File: src/rtl/cc_flag_generator.sv
// Multi-cycle SPARC-style integer execute unit: ALU ops, iterative UMUL and
// the Z/N/C/V condition codes plus the LE load strobe for the PSR.
module cc_flag_generator #(
  parameter int WIDTH = 32
) (
  input  logic             Clk,
  input  logic             Clr,
  input  logic             Start,
  input  logic [3:0]       Op,
  input  logic             SetCC,
  input  logic [WIDTH-1:0] A,
  input  logic [WIDTH-1:0] B,
  input  logic             Cin,
  output logic [WIDTH-1:0] Result,
  output logic [WIDTH-1:0] Y,
  output logic             Z,
  output logic             N,
  output logic             C,
  output logic             V,
  output logic             LE,
  output logic             Busy,
  output logic             Done
);

  localparam int CNT_W = (WIDTH > 2) ? $clog2(WIDTH) : 1;
  localparam int MSB   = WIDTH - 1;

  typedef enum logic [1:0] {
    IDLE,
    EXEC,
    MUL,
    DONE
  } state_t;

  typedef enum logic [3:0] {
    OP_ADD  = 4'b0000,
    OP_AND  = 4'b0001,
    OP_OR   = 4'b0010,
    OP_XOR  = 4'b0011,
    OP_SUB  = 4'b0100,
    OP_ANDN = 4'b0101,
    OP_ORN  = 4'b0110,
    OP_XNOR = 4'b0111,
    OP_ADDX = 4'b1000,
    OP_UMUL = 4'b1010,
    OP_SUBX = 4'b1100
  } op_t;

  state_t state, state_next;

  // Operation captured at issue; the live inputs are ignored while busy.
  logic [3:0]         op_q;
  logic               setcc_q;
  logic [WIDTH-1:0]   a_q;
  logic [WIDTH-1:0]   b_q;
  logic               cin_q;

  // Shift-add product: high half accumulates, low half starts as the multiplier.
  logic [2*WIDTH-1:0] prod;
  logic [WIDTH:0]     mul_sum;
  logic [CNT_W-1:0]   mul_cnt;
  logic               mul_fin;

  logic               le_pend;
  logic               accept;
  logic               write;

  logic               cin_eff;
  logic [WIDTH:0]     add_full;
  logic [WIDTH:0]     sub_full;
  logic [WIDTH-1:0]   alu_res;
  logic               alu_c;
  logic               alu_v;
  logic               alu_legal;

  assign accept = Start && ((state == IDLE) || (state == DONE));
  assign write  = (state == EXEC) || ((state == MUL) && mul_fin);

  // ---------------------------------------------------------------------------
  // FSM
  // ---------------------------------------------------------------------------
  always_ff @(posedge Clk or posedge Clr) begin
    // NOTE: sequential state uses non-blocking assignments so every flop
    // samples pre-edge values regardless of block ordering.
    if (Clr) state <= IDLE;
    else     state <= state_next;
  end

  always_comb begin
    // NOTE: default first, so no path through the case leaves state_next
    // unassigned and infers a latch.
    state_next = state;
    unique case (state)
      IDLE, DONE: begin
        if (Start) state_next = (Op == OP_UMUL) ? MUL : EXEC;
        else       state_next = IDLE;
      end
      EXEC:    state_next = DONE;
      MUL:     if (mul_fin) state_next = DONE;
      default: state_next = IDLE;
    endcase
  end

  assign Busy = (state == EXEC) || (state == MUL);
  assign Done = (state == DONE);
  assign LE   = (state == DONE) && le_pend;

  // ---------------------------------------------------------------------------
  // ALU, evaluated on the captured operands
  // ---------------------------------------------------------------------------
  assign cin_eff  = ((op_q == OP_ADDX) || (op_q == OP_SUBX)) && cin_q;
  assign add_full = {1'b0, a_q} + {1'b0, b_q} + {{WIDTH{1'b0}}, cin_eff};
  assign sub_full = {1'b0, a_q} - {1'b0, b_q} - {{WIDTH{1'b0}}, cin_eff};
  assign mul_sum  = {1'b0, prod[2*WIDTH-1:WIDTH]} + (prod[0] ? {1'b0, a_q} : '0);

  always_comb begin
    alu_res   = '0;
    alu_c     = 1'b0;
    alu_v     = 1'b0;
    alu_legal = 1'b1;
    case (op_q)
      OP_ADD, OP_ADDX: begin
        alu_res = add_full[WIDTH-1:0];
        alu_c   = add_full[WIDTH];
        alu_v   = (a_q[MSB] == b_q[MSB]) && (alu_res[MSB] != a_q[MSB]);
      end
      OP_SUB, OP_SUBX: begin
        // Bit WIDTH of the zero-extended difference is the borrow out.
        alu_res = sub_full[WIDTH-1:0];
        alu_c   = sub_full[WIDTH];
        alu_v   = (a_q[MSB] != b_q[MSB]) && (alu_res[MSB] != a_q[MSB]);
      end
      OP_AND:  alu_res = a_q & b_q;
      OP_OR:   alu_res = a_q | b_q;
      OP_XOR:  alu_res = a_q ^ b_q;
      OP_ANDN: alu_res = a_q & ~b_q;
      OP_ORN:  alu_res = a_q | ~b_q;
      OP_XNOR: alu_res = ~(a_q ^ b_q);
      OP_UMUL: alu_res = prod[WIDTH-1:0];
      default: alu_legal = 1'b0;
    endcase
  end

  // ---------------------------------------------------------------------------
  // Datapath registers
  // ---------------------------------------------------------------------------
  always_ff @(posedge Clk or posedge Clr) begin
    if (Clr) begin
      op_q    <= '0;
      setcc_q <= 1'b0;
      a_q     <= '0;
      b_q     <= '0;
      cin_q   <= 1'b0;
      prod    <= '0;
      mul_cnt <= '0;
      mul_fin <= 1'b0;
      le_pend <= 1'b0;
      Result  <= '0;
      Y       <= '0;
      Z       <= 1'b0;
      N       <= 1'b0;
      C       <= 1'b0;
      V       <= 1'b0;
    end else begin
      if (accept) begin
        op_q    <= Op;
        setcc_q <= SetCC;
        a_q     <= A;
        b_q     <= B;
        cin_q   <= Cin;
        prod    <= {{WIDTH{1'b0}}, B};
        mul_cnt <= '0;
        mul_fin <= 1'b0;
      end

      if ((state == MUL) && !mul_fin) begin
        prod    <= {mul_sum, prod[WIDTH-1:1]};
        mul_cnt <= mul_cnt + 1'b1;
        if (mul_cnt == CNT_W'(WIDTH - 1)) mul_fin <= 1'b1;
      end

      if (write) begin
        Result  <= alu_res;
        le_pend <= setcc_q && alu_legal;
        if (op_q == OP_UMUL) Y <= prod[2*WIDTH-1:WIDTH];
        if (setcc_q && alu_legal) begin
          Z <= (alu_res == '0);
          N <= alu_res[MSB];
          C <= alu_c;
          V <= alu_v;
        end
      end
    end
  end

endmodule

File: config.mk
export PLATFORM = sky130hd
export DESIGN_NAME = cc_flag_generator
export DESIGN_NICKNAME = d
export VERILOG_FILES = /design/src/rtl/cc_flag_generator.sv
export SDC_FILE = /design/constraint.sdc
export NUM_CORES = 1
export LEC_CHECK = 0
export ABC_CLOCK_PERIOD_IN_PS = 10300
export BUFFER_PORTS_ARGS = -buffer_cell sky130_fd_sc_hd__buf_2
export CAP_MARGIN = 10
export CORE_ASPECT_RATIO = 1.4
export CORE_MARGIN = 1.5
export CORE_UTILIZATION = 35
export CTS_CLUSTER_SIZE = 24
export DETAILED_ROUTE_END_ITERATION = 6
export HOLD_SLACK_MARGIN = 0.12
export SYNTH_ARGS = -nofsm -noshare
export SYNTH_HDL_FRONTEND = slang
export SYNTH_SLANG_ARGS = --single-unit
File: constraint.sdc
create_clock -name Clk -period 10.3 [get_ports Clk]
set_input_delay 0 -clock Clk [delete_from_list [all_inputs] [get_ports Clk]]
set_output_delay 0 -clock Clk [all_outputs]
set_load 0.02 [all_outputs]
==> flow_summary.json <==
{
  "cp.required_ns": 10.78,
  "fin_setup_tns_ns": 0,
  "reg2reg_slack_ns": 4.57,
  "synth_area_um2": 16100,
  "worst_slew_pin_slew_ns": 0.984,
  "cts_resized": 0,
  "wire_per_inst_um": 20.4,
  "fin_nets": 2294,
  "path_class": "flop to flop",
  "grt_pass1_wl_mm": 86.4,
  "numCtsBuffers": 23,
  "clkTransAtPathRegs_ns": 0.07,
  "ys.flop_type": "dfrtp_1",
  "htree_levels": 1,
  "die_h_um": 257,
  "boundaryPins": 144,
  "status": "complete, no violations",
  "finalHoldViolCount": 0,
  "first_global_vias": 15000,
  "period_share": 0.556,
  "use_met1": 0.310,
  "firstDrtPassIters": 6,
  "cp-end-kind": "flop",
  "layout-drive-gt1-share": 0.130,
  "synth_top_cell_by_area": "dfrtp_1",
  "synth_top_area_share": 0.328,
  "cts_sinks": 211,
  "die_width_um": 184,
  "drt_wl_total_mm": 55.3,
  "grt-busiest-layer": "met2",
  "syn_avg_cell_area_um2": 8.35,
  "drc": 0,
  "fp-row-count": 92,
  "cts_tree": "done",
  "grtUsageMet3": 0.0247,
  "min_period_ns": 5.73,
  "grtUsageTotal": 0.235,
  "synth-seq-area-share": 0.328,
  "clock_latency_ns": 0.54,
  "yosysMostFrequentCell": "nand2_1",
  "synth_cells": 1926,
  "finClkSkew_ns": 0.00807,
  "antenna_cells": 0,
  "synth_area_leaders": "dfrtp_1 (33%), ha_1 (10%), nand2_1 (7.0%)",
  "ys_ff_latch": 211,
  "drtIter0Drc": 1042,
  "syn_nets": 2135,
  "gp_congestion": 0.925,
  "synthTopCellsByCount": "nand2_1 (298), dfrtp_1 (211), o21ai_0 (151)",
  "arrival_ns": 6.21,
  "async_flop_share": 1.00,
  "cp_max_fo": 21,
  "n_fill_cell": 4561,
  "startpoint_type": "flop",
  "clockBufferDepth": 3,
  "min_path_type": "primary input to async pin",
  "antenna_found_initial": 0,
  "synth_warnings": 0,
  "viasPerCell": 5.52,
  "start_util": 0.356,
  "synthToLayoutAreaGrowth_pct": 17.7,
  "dp_hpwl_mm": 42.0,
  "rsz0062_at_grt": "no",
  "core-area_um2": 45200,
  "io_buffers": 143,
  "holdWs_ns": 0.115,
  "synth_cell_types": 85,
  "grt_overflow": 0,
  "die_area_um2": 47300,
  "postRouteAntennaNets": 0,
  "slew_headroom": 0.335,
  "grtUsageMet2": 0.391,
  "synth_edf_count": 0,
  "dr_total_vias": 15000,
  "drv_cap": 0,
  "finalMaxSlewViolations": 0,
  "grt_max_degree": 110,
  "max_freq_mhz": 175,
  "setup_viol": 0,
  "root_buffer": "clkbuf_16"
}
[cells in the final DEF, fill, tap and decap left out, drive strengths merged, types with 8 or more instances in the layout]
| cell type | count |
|---|---|
| dfrtp | 211 |
| buf | 166 |
| nor2 | 130 |
| or4 | 8 |
| and3 | 12 |
| ha | 131 |
| o21a | 9 |
| o21ai | 156 |
| nand4 | 14 |
| nor3 | 31 |
| nand2 | 298 |
| nand3 | 23 |
| o21bai | 14 |
| o211ai | 13 |
| o22ai | 8 |
| a211oi | 14 |
| inv | 122 |
| a22oi | 17 |
| a22o | 26 |
| a21o | 40 |
| mux2 | 33 |
| a21oi | 127 |
| nor4 | 13 |
| or3 | 10 |
| a2111oi | 9 |
| a221oi | 18 |
| a31oi | 39 |
| nand2b | 18 |
| o221ai | 13 |
| mux2i | 10 |
| xnor2 | 82 |
| xor2 | 48 |
| nor3b | 11 |
| dlygate4sd3 | 72 |
| nor2b | 19 |
| clkbuf | 28 |
[cells by family after synthesis]
group	count (synthesis)	synth area share
compound gates	572	0.238
simple gates	609	0.171
mux	43	0.0293
buf+inv	225	0.0546
fa+ha+maj	136	0.108
xor+xnor	130	0.0708
flops	211	0.328
[metrics by stage]
step                      instance area [um2]  setup slack, ns   util  std cells
after floorplan                         16100             4.53      -       1926
after global placement                  17400             4.86  0.385       2599
after detailed placement                17400             4.66  0.385       2599
after CTS                               18900             4.65  0.418       2712
after global routing                    18900             4.22  0.418       2712
final                                   18900             4.57  0.418       2712
[layer usage]
layer / up-vias / wire (um)
li1: 7161 / -
met1: 7228 / 23700
met2: 491 / 26100
met3: 94 / 3320
met4: 0 / 2160
met5: - / 0
[area by class of cell]
| class | count | area (um2) | share of cell area |
|---|---|---|---|
| Timing Repair Buffer | 238 | 1610 | 0.0850 |
| Inverter | 121 | 462 | 0.0244 |
| Tap cell | 611 | 764 | 0.0404 |
| Sequential cell | 211 | 5280 | 0.279 |
| Multi-Input combinational cell | 1490 | 10000 | 0.528 |
| Clock buffer | 28 | 614 | 0.0324 |
| Clock inverter | 13 | 203 | 0.0107 |
[worst max-delay path: stages, from the launching register on]
cell and delay (ns):
dfrtp_1 0.62, nor2_1 0.56, nand3_1 0.21, inv_1 0.13, fa_1 0.46, inv_1 0.08, ha_1 0.15, nor2_1 0.08
fa_1 0.42, a21boi_1 0.24, o22ai_1 0.22, o221ai_1 0.43, nor2_1 0.08, a41o_1 0.21, a221oi_1 0.39, o2111ai_1 0.18
nor4_1 0.63, nand4_1 0.17, nor4_1 0.23, a22o_1 0.17
[worst paths after layout]
path	from	end	depth (start not counted)
max	op_q[0]	Z	19
min	Clr	Y[8]	3
max reg2reg	op_q[0]	Z	19
min reg2reg	Result[23]	Result[23]	2
max in group asynchronous	Clr	op_q[2]	4
min in group Clk	A[0]	a_q[0]	4
[sequential cells by signal, indices dropped and copies added (netlist names), 2 cells and up]
name	flops
a_q	32
b_q	32
Result	32
Y	32
prod	64
op_q	4
mul_cnt	5
state	2
[what timing repair did]
item / 4_1_cts / 5_1_grt
hold endpoints to repair: 211 / 0
setup buffers: 0 / 0
hold buffers: 72 / 0
Power is not shown: default switching activity piles up to over one toggle a cycle in this logic, so the estimate is an artifact.
